--- config.mk ---
export PLATFORM = sky130hd
export DESIGN_NAME = uart_prog_loader
export DESIGN_NICKNAME = d
export VERILOG_FILES = /design/src/rtl/uart_prog_loader_pkg.sv /design/src/rtl/uart_prog_loader_rx.sv /design/src/rtl/uart_prog_loader.sv
export SDC_FILE = /design/constraint.sdc
export NUM_CORES = 1
export LEC_CHECK = 0
export CAP_MARGIN = 20
export CORE_UTILIZATION = 45
export CTS_CLUSTER_SIZE = 28
export DETAILED_ROUTE_END_ITERATION = 8
export PLACE_DENSITY = 0.72
export SLEW_MARGIN = 10
export SYNTH_ARGS = -nofsm -noshare
export SYNTH_HDL_FRONTEND = slang
export SYNTH_HIERARCHICAL = 1
export SYNTH_SLANG_ARGS = --single-unit
export TNS_END_PERCENT = 5
--- constraint.sdc ---
create_clock -name clk -period 5.3 [get_ports clk]
set_input_delay 0.795 -clock clk [delete_from_list [all_inputs] [get_ports clk]]
set_output_delay 0.795 -clock clk [all_outputs]
set_load 0.01 [all_outputs]
--- src/rtl/uart_prog_loader_pkg.sv ---
// uart_prog_loader_pkg: shared state encodings and default constants for the UART program loader
package uart_prog_loader_pkg;
  localparam int CLKS_PER_BIT_SIM = 16;
  localparam int CLKS_PER_BIT_SYN = 434;
  localparam logic [7:0] HEADER_DEF = 8'hA5;
  typedef enum logic [1:0] {ST_IDLE, ST_LEN, ST_DATA, ST_CSUM} ld_state_t;
  typedef enum logic [1:0] {RX_IDLE, RX_START, RX_DATA, RX_STOP} rx_state_t;
endpackage

--- src/rtl/uart_prog_loader_rx.sv ---
// uart_rx: 8N1 LSB-first UART receiver with start-bit glitch rejection and framing error pulse
module uart_rx
  import uart_prog_loader_pkg::*;
#(
  parameter int CLKS_PER_BIT = CLKS_PER_BIT_SIM
) (
  input  logic       clk,
  input  logic       rst,
  input  logic       rxd,
  output logic       rx_valid,
  output logic [7:0] rx_byte,
  output logic       rx_ferr
);
  localparam int CW = $clog2(CLKS_PER_BIT + 1);
  localparam logic [CW-1:0] HALF = CW'(CLKS_PER_BIT / 2 - 1);
  localparam logic [CW-1:0] FULL = CW'(CLKS_PER_BIT - 1);
  logic [1:0] r_sync;
  logic r_prev;
  rx_state_t r_state, w_state_n;
  logic [CW-1:0] r_cnt;
  logic [2:0] r_bit;
  logic [7:0] r_shift;
  logic w_rx, w_tick;
  assign w_rx = r_sync[1];
  assign w_tick = (r_state == RX_START) ? (r_cnt == HALF) : (r_cnt == FULL);
  assign rx_byte = r_shift;
  // next state: idle waits for a falling edge, start re-checks mid-bit, then 8 data bits and a stop bit
  always_comb begin
    w_state_n = (r_state == RX_IDLE) ? ((r_prev && !w_rx) ? RX_START : RX_IDLE)
              : !w_tick ? r_state
              : (r_state == RX_START) ? (w_rx ? RX_IDLE : RX_DATA)
              : (r_state == RX_DATA) ? ((r_bit == 3'd7) ? RX_STOP : RX_DATA)
              : RX_IDLE;
  end
  // synchronizer, bit timer, shift register and one-cycle result pulses
  always_ff @(posedge clk) begin
    if (rst) begin
      r_sync   <= 2'b11;
      r_prev   <= 1'b1;
      r_state  <= RX_IDLE;
      r_cnt    <= '0;
      r_bit    <= '0;
      r_shift  <= '0;
      rx_valid <= 1'b0;
      rx_ferr  <= 1'b0;
    end else begin
      r_sync   <= {r_sync[0], rxd};
      r_prev   <= w_rx;
      r_state  <= w_state_n;
      rx_valid <= 1'b0;
      rx_ferr  <= 1'b0;
      r_cnt    <= (r_state == RX_IDLE || w_tick) ? '0 : r_cnt + 1'b1;
      if (r_state == RX_DATA && w_tick) begin
        r_shift <= {w_rx, r_shift[7:1]};
        r_bit   <= r_bit + 3'd1;
      end
      if (r_state == RX_STOP && w_tick) begin
        rx_valid <= w_rx;
        rx_ferr  <= !w_rx;
      end
    end
  end
endmodule

--- src/rtl/uart_prog_loader.sv ---
// uart_prog_loader: parses HEADER/LEN/DATA/CSUM frames from UART and writes the data bytes into program RAM
module uart_prog_loader
  import uart_prog_loader_pkg::*;
#(
  parameter int          CLKS_PER_BIT = CLKS_PER_BIT_SIM,
  parameter logic [15:0] BASE_ADDR    = 16'h0000,
  parameter logic [7:0]  HEADER       = HEADER_DEF,
  parameter int          TIMEOUT_CYC  = 65535
) (
  input  logic        clk,
  input  logic        rst,
  input  logic        rxd,
  input  logic        load_en,
  output logic [15:0] ld_addr,
  output logic [7:0]  ld_data,
  output logic        ld_write,
  output logic        ld_busy,
  output logic        ld_done,
  output logic        ld_err,
  output logic [7:0]  ld_count
);
  localparam int TW = $clog2(TIMEOUT_CYC + 1);
  logic w_rx_valid, w_rx_ferr;
  logic [7:0] w_rx_byte;
  ld_state_t r_state, w_state_n;
  logic [8:0] r_rem;
  logic [7:0] r_sum;
  logic [TW-1:0] r_to;
  logic w_busy, w_timeout, w_abort, w_start, w_byte;
  uart_rx #(.CLKS_PER_BIT(CLKS_PER_BIT)) u_rx (
    .clk      (clk),
    .rst      (rst),
    .rxd      (rxd),
    .rx_valid (w_rx_valid),
    .rx_byte  (w_rx_byte),
    .rx_ferr  (w_rx_ferr)
  );
  assign w_busy    = r_state != ST_IDLE;
  assign w_timeout = w_busy && !w_rx_valid && (r_to == TW'(TIMEOUT_CYC - 1));
  assign w_abort   = w_busy && (w_rx_ferr || w_timeout || !load_en);
  assign w_start   = (r_state == ST_IDLE) && w_rx_valid && (w_rx_byte == HEADER) && load_en;
  assign w_byte    = w_busy && w_rx_valid && !w_abort;
  assign ld_busy   = w_busy;
  // next state: any error returns to idle, otherwise each accepted byte advances the frame
  always_comb begin
    w_state_n = w_abort ? ST_IDLE
              : w_start ? ST_LEN
              : !w_byte ? r_state
              : (r_state == ST_LEN) ? ST_DATA
              : (r_state == ST_DATA) ? ((r_rem == 9'd1) ? ST_CSUM : ST_DATA)
              : ST_IDLE;
  end
  // frame datapath: inter-byte timeout, RAM write strobe, running checksum and sticky status
  always_ff @(posedge clk) begin
    if (rst) begin
      r_state  <= ST_IDLE;
      r_rem    <= '0;
      r_sum    <= '0;
      r_to     <= '0;
      ld_addr  <= '0;
      ld_data  <= '0;
      ld_write <= 1'b0;
      ld_done  <= 1'b0;
      ld_err   <= 1'b0;
      ld_count <= '0;
    end else begin
      r_state  <= w_state_n;
      ld_write <= 1'b0;
      r_to     <= (!w_busy || w_rx_valid) ? '0 : r_to + 1'b1;
      if (w_start) begin
        ld_done  <= 1'b0;
        ld_err   <= 1'b0;
        ld_count <= '0;
        r_sum    <= '0;
      end
      if (w_abort) ld_err <= 1'b1;
      if (w_byte && r_state == ST_LEN) begin
        r_rem <= (w_rx_byte == 8'h00) ? 9'd256 : {1'b0, w_rx_byte};
      end else if (w_byte && r_state == ST_DATA) begin
        ld_write <= 1'b1;
        ld_addr  <= BASE_ADDR + {8'h00, ld_count};
        ld_data  <= w_rx_byte;
        ld_count <= ld_count + 8'd1;
        r_sum    <= r_sum + w_rx_byte;
        r_rem    <= r_rem - 9'd1;
      end else if (w_byte && r_state == ST_CSUM) begin
        ld_done <= (w_rx_byte == r_sum);
        ld_err  <= (w_rx_byte != r_sum);
      end
    end
  end
endmodule

# After elaboration in Yosys (flattened, before gate mapping)
# Index checks and enable logic that the tools add are counted.
dict set report word_totals {
  inputBits 4
  ff_bits 85
  out_inout_bits 36
}
dict set report classes {
  n_reduce_logical 37
  bitwise 2
  n_eq_ne 14
  muxes 32
  add_sub_neg 6
}
# op n
set ops {}
lappend ops {{8-bit 2-to-1 mux} 6}
lappend ops {{9-bit 2-to-1 mux} 3}
lappend ops {{16-bit by 1-bit adder with 16-bit output (second input constant)} 1}
lappend ops {{16-bit == test (second input constant)} 1}
lappend ops {{1-bit 2-to-1 mux} 16}
lappend ops {{1-bit logical AND} 14}
lappend ops {{2-bit 2-to-1 mux} 7}
lappend ops {{2-bit OR reduction} 5}
lappend ops {{9-bit by 1-bit == test with 1-bit output (second input constant)} 1}
lappend ops {{9-bit by 1-bit subtractor with 9-bit output (second input constant)} 1}
lappend ops {{8-bit by 1-bit adder with 8-bit output (second input constant)} 1}
lappend ops {{8-bit adder} 1}
lappend ops {{2-bit == test (second input constant)} 4}
lappend ops {{8-bit == test} 1}
lappend ops {{8-bit == test (second input constant)} 1}
lappend ops {{8-bit logical NOT} 1}
lappend ops {{8-bit != test} 1}
lappend ops {{2-bit nonzero test} 4}
lappend ops {{5-bit by 1-bit adder with 5-bit output (second input constant)} 1}
lappend ops {{5-bit by 3-bit == test with 1-bit output (second input constant)} 1}
lappend ops {{5-bit by 4-bit == test with 1-bit output (second input constant)} 1}
lappend ops {{1-bit logical NOT} 5}
lappend ops {{2-bit by 1-bit == test with 1-bit output (second input constant)} 2}
lappend ops {{2-bit logical NOT} 2}
lappend ops {{other kinds (6)} 10}

# Depth between registers and ports, before layout
# Gate-level depths: netlist of run 1.
dict set report depth {
  word_depth 12
  depth_mapped 9
  depth_no_buf 9
}

# Cells and area by module
# Netlist of run 1, hierarchy kept.
# mod n_inst cells_each area_each_um2 seq_area_each_um2
set modules_own_cells {}
lappend modules_own_cells {uart_prog_loader 1 367 3047.9 1241.2}
lappend modules_own_cells {uart_rx 1 99 987.2 460.4}

# Worst setup path after synthesis of run 1
# Ideal clock, no wire load.
dict set report synth_timing {
  kind {reg2reg}
  startpoint {register u_rx.r_shift[0], in the netlist u_rx/rx_byte[0]}
  endpoint {register r_sum[6]}
  path_stages_with_launch 10
  t_arrival_ps 1774
  required_time_ps 5213
  path_buffers 0
  setup_slack_ps 3439
  setup_ps 87
  path_cell_list {dfxtp_1 ha_1 inv_1 fa_1 nor2b_1 o21ai_0 a21boi_0 o21a_1 nor3_1 o31ai_1}
}
dict set report synth_between {
  elab_chain_len 6
  word_cells_on_any_way 7
  classes_between {add/sub: 1; eq/ne: 1; mux: 3; reduce/logical: 2}
}
# element line_no
set synth_rtl {}
lappend synth_rtl {{start: declaration} uart_prog_loader_rx.sv:22} ;# logic [7:0] r_shift;
lappend synth_rtl {{start signal: assignment} uart_prog_loader_rx.sv:54} ;# r_shift <= {w_rx, r_shift[7:1]};
lappend synth_rtl {{parallel branches: the longest is 5 deep, another holds 8-bit adder} --}
lappend synth_rtl {{8-bit 2-to-1 mux (*)} uart_prog_loader.sv:77} ;# if (w_byte && r_state == ST_LEN) begin
lappend synth_rtl {{end signal: assignment} uart_prog_loader.sv:84} ;# r_sum <= r_sum + w_rx_byte;
lappend synth_rtl {{end: declaration} uart_prog_loader.sv:27} ;# logic [7:0] r_sum;
# Mark *: on every way between the ends.
# A chain may end at the register's enable or synchronous reset.

# Final worst setup path of run 1
dict set report layout_timing {
  startpoint {input port load_en}
  endpoint {register ld_count[7]}
}
dict set report layout_between {
  elab_chain_len 8
  word_cells_on_any_way 11
  classes_between {mux: 3; reduce/logical: 8}
}
# element line_no
set layout_rtl {}
lappend layout_rtl {{start: declaration} uart_prog_loader.sv:13} ;# input logic load_en,
lappend layout_rtl {{1-bit logical NOT} uart_prog_loader.sv:40} ;# assign w_abort = w_busy && (w_rx_ferr || w_timeout || !load_en);
lappend layout_rtl {{1-bit logical OR} uart_prog_loader.sv:40}
lappend layout_rtl {{1-bit logical AND} uart_prog_loader.sv:40}
lappend layout_rtl {{1-bit logical NOT} uart_prog_loader.sv:42} ;# assign w_byte = w_busy && w_rx_valid && !w_abort;
lappend layout_rtl {{1-bit logical AND} uart_prog_loader.sv:42}
lappend layout_rtl {{1-bit logical AND} uart_prog_loader.sv:79} ;# end else if (w_byte && r_state == ST_DATA) begin
lappend layout_rtl {{8-bit 2-to-1 mux} uart_prog_loader.sv:79}
lappend layout_rtl {{8-bit 2-to-1 mux (*)} uart_prog_loader.sv:77}
lappend layout_rtl {{end signal: assignment} uart_prog_loader.sv:83} ;# ld_count <= ld_count + 8'd1;
lappend layout_rtl {{end: declaration} uart_prog_loader.sv:20} ;# output logic [7:0] ld_count
# Every way passes the cells marked *; elsewhere a longest branch is shown, timed or not.

==> results of run 1 <==
==> cell usage in the layout (no fill, tap or decap), types with 4 or more instances in the layout <==
cell type / n
dfxtp_1: 85
nand4_1: 7
nand2b_1: 11
a211oi_1: 7
nor4_1: 6
a221o_1: 5
mux2i_1: 7
nor2b_1: 5
nand3_1: 15
a22oi_1: 5
clkdlybuf4s50_1: 30
or3_1: 5
a21oi_1: 31
clkbuf_8: 10
ha_1: 19
or2_2: 4
xor2_1: 18
xnor2_1: 5
inv_1: 15
o21ai_0: 26
nand2_1: 54
nor2_1: 51
conb_1: 8
o22ai_1: 5
nor3_1: 14
==> critical path: cells and delay by family <==
kind	cells	cell delay, ps
AOI/OAI and AO/OA	1	140
buffers and inverters	2	860
and+or+nand+nor	4	1260
==> per-stage QoR <==
stage | setup WS, ps | cell area, µm²
global route | 2320 | 4600
floorplan | 3440 | 4060
global placement | 2240 | 4380
finish | 2510 | 4600
CTS | 2530 | 4600
detailed placement | 2140 | 4380
==> cells by family after synthesis <==
group / after synthesis / synth area share [%]
simple gates: 202 / 26.6
compound gates: 88 / 13.0
flops: 85 / 42.2
buf+inv: 38 / 4.50
xor+xnor: 23 / 4.99
fa+ha+maj: 20 / 6.39
mux: 9 / 2.29
other cells: 1 / 0.0929
==> state kept, by name, indices dropped and copies added (netlist names), 5 cells and up <==
signal        count
r_to             16
r_sum             8
u_rx/rx_byte      8
ld_addr           8
r_rem             9
u_rx/r_cnt        5
ld_count          8
ld_data           8
==> metal layers <==
layer | wire length, µm | part of all wire [%] | vias to the layer above
met1 | 3670 | 44 | 1541
li1 | - | - | 1672
met2 | 4150 | 50 | 92
met5 | 0 | 0 | -
met3 | 394 | 4.7 | 11
met4 | 124 | 1.5 | 0
==> cell type report <==
class / count / area [µm²] / area share, %
clock inverters: 4 / 72.6 / 1.58
flip-flops and latches: 85 / 1700 / 37.0
clock buffers: 11 / 141 / 3.07
inverters: 15 / 56.3 / 1.22
well taps: 108 / 135 / 2.94
repair buffers: 32 / 313 / 6.80
multi-input cells: 350 / 2180 / 47.4
==> how the worst min path moves through the flow <==
| stage | endpoint |
|---|---|
| floorplan | u_rx/r_sync[1] |
| global placement | u_rx/r_sync[1] |
| detailed placement | u_rx/r_sync[1] |
| CTS | u_rx/r_sync[1] |
| global route | u_rx/r_sync[1] |
| finish | u_rx/r_sync[1] |
==> power breakdown <==
part / switching (µW) / internal (µW) / total (µW)
registers: 1.84 / 639 / 641
logic: 13.5 / 6.53 / 20.1
clock network: 221 / 275 / 496
total: 236 / 921 / 1160
==> summary.md, run 1 <==
| Metric | Value |
|---|---|
| Startpoint class of the critical path | `input port` |
| NumNets Final | `517` |
| Number of maximum-capacitance violations | `0` |
| Via count of the first global-routing pass | `3104` |
| Count of buffers from port buffering | `31` |
| Insertion delay to the later sink of the worst-skew pair | `350 ps` |
| RSZ-0062 raised after global routing | `no` |
| Top_reg_cell synth | `dfxtp_1` |
| Critical Path Fanout Max | `25` |
| Worst hold stages | `1` |
| Cells taking the most area after synthesis | `dfxtp_1 (42%), ha_1 (5.9%), nand2_1 (5.0%), nor2_1 (4.7%), xor2_1 (3.9%)` |
| Number of buffers on the longest clock path | `2` |
| Initial antenna violation count | `0` |
| Number of vias per cell | `5.48` |
| Starting density of the core | `46.3%` |
| Largest net degree at the start of global routing | `58` |
| DRC violation count after routing | `0` |
| WL final | `8.34 mm` |
| Clock sink total | `85` |
| Final setup TNS | `0 ps` |
| Sequential area share after synthesis | `42.2%` |
| Worst Skew | `11.2 ps` |
| Die width | `96.7 µm` |
| Met3 layer usage reported by global route | `4.99%` |
| Final critical-path required period | `2790 ps` |
| Number of antenna-violating nets in the routed design | `0` |
| Count of different cell masters after synthesis | `60` |
| Worst min-delay path startpoint | `u_rx/r_sync[0]` |
| Maximum operating frequency | `0.359 GHz` |
| Depth of the CTS H-tree | `3` |
| Mapped cell area | `4040 µm²` |
| I/O pins | `40` |
| Most area-hungry cell type in the Yosys netlist | `dfxtp_1` |
| Congestion Overflow GR | `0` |
| Final core occ | `52.7%` |
| Standard-cell rows | `34` |
| Yosys warning total | `6` |
| Final worst-path cycle share | `52.6%` |
| Worst-case headroom to the max-slew limit | `47.6%` |
| Total of cells resized after clock tree synthesis | `0` |
| Result of the run | `finished clean` |
| Flop and latch count out of synthesis | `85` |
| Leakage power total | `0.00167 µW` |
| Most frequent cell after synthesis | `dfxtp_1` |
| HP Class | `reg2reg` |
| Layout cell share with drive strength beyond 1 | `6.44%` |
| Proportion of netlist area held by the largest area contributor | `42.2%` |
| Area of the die | `9350 µm²` |
| Launching instance or port of the critical path | `load_en` |
| Syn Area/Cell | `8.66 µm²` |
| All-layer global routing usage | `18.6%` |
| # setup viols final | `0` |
| Global-route track usage on met1 | `22.4%` |
| Launch point of the worst reg-to-reg path | `r_state[0]` |
| Required time at the endpoint of the critical path | `5580 ps` |
| Met2 GRT Util | `31.7%` |
| Non-filler instance count after layout | `605` |
| Setup crit end kind | `register` |
| Number of detailed-routing iterations run before antenna repair | `4` |
| Ys async rst share | `0%` |
| Reg-to-reg slack, setup | `2700 ps` |
| Global-route wire length before repair | `14.2 mm` |
| Placed Cells | `590` |
| CTS tree | `built` |
| Most Crowded Layer GR | `met2` |
| Peak ir drop on the vdd network | `0.000182 V` |
| Std-Cell Core Area | `8720 µm²` |
| Area Overhead vs Synth | `14.0%` |
| Wire length per cell | `13.8 µm` |
| Clock-pin slew reported for the worst setup and hold paths after clock tree synthesis | `80 ps` |
| Number of enable flip-flop cells after synthesis | `0` |
| Number of antenna repair diodes | `0` |
| Cts-stage hold buffer count | `0` |
| Tightest hold margin | `414 ps` |
| Cells along the critical path | `clkdlybuf4s50_1, nand4bb_4, nor2_4, nand2_1, inv_1, nand4_1, o21ai_0` |
| Cells after Synth | `466` |
| Reg-to-reg endpoint | `ld_count[7]` |
| Critical path endpoint | `ld_count[7]` |
| Actual transition at the worst max-transition pin | `784 ps` |
| Number of buffers created by CTS | `9` |
| Master cell of the clock root buffer | `clkbuf_8` |
| Die Span Y | `96.7 µm` |
| First DRT Iteration DRCs | `185` |
| Fill cell count | `814` |
| Slowest Stage Delay on Critical Path | `570 ps` |
| Pins over their slew limit | `0` |
| Final-report hold violation count | `0` |
| Critical path class | `in2reg` |
| Cell type of the slowest stage on the worst timing path | `clkdlybuf4s50_1` |
| Buffers inserted during post-CTS setup optimization | `0` |
| Depth of the worst register-to-register path | `8` |
| Routability Congestion | `0.839` |
| Via count | `3316` |
| Cell types with the highest counts after synthesis | `dfxtp_1 (85), nand2_1 (54), nor2_1 (51)` |
| Final HPWL DP | `5.96 mm` |
| Critical path data arrival time | `3070 ps` |
| P per Cell Area | `252 nW/µm²` |
| Overall power of the completed layout | `1160 µW` |
Note: power is estimated with default switching activity, not from simulation.
==> inputs of run 2 (changes only) <==
==> constraint.sdc (replaced) <==
create_clock -name clk -period 2.8 [get_ports clk]
set_input_delay 0.42 -clock clk [delete_from_list [all_inputs] [get_ports clk]]
set_output_delay 0.42 -clock clk [all_outputs]
set_load 0.01 [all_outputs]
==> summary.md, run 2 (synthesized netlist as in run 1, its figures left out) <==
| Metric | Value |
|---|---|
| Internal | `1650 µW` |
| Number of antenna repair diodes | `0` |
| Master cell of the clock root buffer | `clkbuf_8` |
| All-layer global routing usage | `19.1%` |
| HP Class | `in2reg` |
| DRC violation count after routing | `0` |
| Final HPWL DP | `6.05 mm` |
| Share of power burned in registers | `56.4%` |
| Layout Cell Area excl Fill | `4630 µm²` |
| Number of buffers created by CTS | `9` |
| Placement Cell Area | `4420 µm²` |
| Total of cells resized after clock tree synthesis | `0` |
| Critical path data arrival time | `1720 ps` |
| Area of the die | `9350 µm²` |
| Critical path class | `reg2out` |
| Clock sink total | `85` |
| Setup slack after layout | `660 ps` |
| Number of buffers on the longest clock path | `2` |
| Cell type of the slowest stage on the worst timing path | `clkdlybuf4s50_1` |
| Result of the run | `finished clean` |
| Setup crit end kind | `primary output` |
| Maximum operating frequency | `0.467 GHz` |
| Most used cells in the layout excluding fill and tap cells | `dfxtp_1 (85), nand2_1 (54), nor2_1 (51)` |
| Die width | `96.7 µm` |
| Via count | `3331` |
| Number of vias per cell | `5.45` |
| Area Overhead vs Synth | `14.7%` |
| Proportion of power drawn by combinational gates | `1.8%` |
| Largest net degree at the start of global routing | `57` |
| Std-Cell Core Area | `8720 µm²` |
| Pins over their slew limit | `0` |
| Leakage power total | `0.00169 µW` |
| Actual transition at the worst max-transition pin | `580 ps` |
| Final setup TNS | `0 ps` |
| Final core occ | `53.1%` |
| Standard-cell rows | `34` |
| Via count of the first global-routing pass | `3219` |
| Global-route wire length before repair | `14.7 mm` |
| Max reg flops | `16` |
| Number of maximum-capacitance violations | `0` |
| Worst Skew | `8.10 ps` |
| Clock Power Share | `41.8%` |
| Die Span Y | `96.7 µm` |
| Final worst-path cycle share | `76.4%` |
| Worst setup slack after placement | `483 ps` |
| Wire length per cell | `13.7 µm` |
| Insertion delay to the later sink of the worst-skew pair | `360 ps` |
| Layout cell share with drive strength beyond 1 | `7.75%` |
| Routability Congestion | `0.838` |
| Initial antenna violation count | `0` |
| Buffers inserted during post-CTS setup optimization | `0` |
| P per Cell Area | `465 nW/µm²` |
| Clock-pin slew reported for the worst setup and hold paths after clock tree synthesis | `80 ps` |
| Top cell by count, worst path | `inv_1` |
| Congestion Overflow GR | `0` |
| Register with the most flip-flops | `r_to` |
| Switching power of the nets | `503 µW` |
| RSZ-0062 raised after global routing | `no` |
| Final critical-path required period | `2140 ps` |
| Required time at the endpoint of the critical path | `2380 ps` |
| WL final | `8.39 mm` |
| Slowest Stage Delay on Critical Path | `530 ps` |
| Depth of the CTS H-tree | `3` |
| First DRT Iteration DRCs | `123` |
| Cells along the critical path | `inv_1, ha_1, inv_1, clkdlybuf4s50_1` |
| I/O pins | `40` |
| Worst-case headroom to the max-slew limit | `61.0%` |
| Peak ir drop on the vdd network | `0.000275 V` |
| Tightest hold margin | `408 ps` |
| Number of antenna-violating nets in the routed design | `0` |
| Critical Path Fanout Max | `7` |
| Count of buffers from port buffering | `31` |
| Starting density of the core | `46.3%` |
| CTS tree | `built` |
| Startpoint class of the critical path | `register` |
| Final-report hold violation count | `0` |
| # setup viols final | `0` |
| Cts-stage hold buffer count | `0` |
| Most common cell after layout, fill and taps aside | `dfxtp_1` |
| Biggest regs | `r_to x16, r_rem x9` |
| Fill cell count | `822` |
| Number of detailed-routing iterations run before antenna repair | `4` |
| Fraction of power spent switching nets | `23.3%` |
| NumNets Final | `522` |
==> run 2: worst max-delay path: cells and delay by family, from the launching register on <==
family	cells	cell delay, ps
DFF	1	390
adders and majority gates	1	290
buffers and inverters	3	690
==> run 2: routing by layer <==
metal	up-vias	global-route usage (%)	wire length, µm
li1	1679	-	-
met1	1571	21.9	3710
met3	15	4.48	288
met5	-	0	0
met2	66	34.1	4220
met4	0	7.35	172
==> run 2: power by group through the flow <==
stage	clock network, µW	registers (µW)	logic, µW
finish	901	1210	38.9
floorplan	0	1240	36.2
global placement	0	1240	38.3
global route	979	1220	43.7
CTS	926	1210	38.9
detailed placement	0	1240	38.9
==> run 2: area by class of cell <==
cell class / instances / area, µm² / area share, %
Sequential cell: 85 / 1700 / 36.8
Timing Repair Buffer: 37 / 350 / 7.57
Multi-Input combinational cell: 350 / 2180 / 47.1
Tap cell: 108 / 135 / 2.92
Clock buffer: 9 / 124 / 2.68
Inverter: 15 / 56.3 / 1.22
Clock inverter: 7 / 81.3 / 1.76
==> run 2: path summary, 6_finish.rpt <==
path | slack, ps | cells past startpoint | from | end
worst max-delay path | 660 | 4 | r_state[0] | ld_busy
worst min-delay path | 410 | 3 | rst | ld_err
worst max register to register | 670 | 6 | r_state[0] | r_rem[2]
worst min register to register | 410 | 1 | u_rx/r_sync[0] | u_rx/r_sync[1]
==> run 2: per-stage QoR <==
stage | instances | power, µW
4_1_cts | 611 | 2180
3_5_place_dp | 595 | 1280
6_report | 611 | 2150
3_3_place_gp | 595 | 1280
2_1_floorplan | 473 | 1280
5_1_grt | 611 | 2240
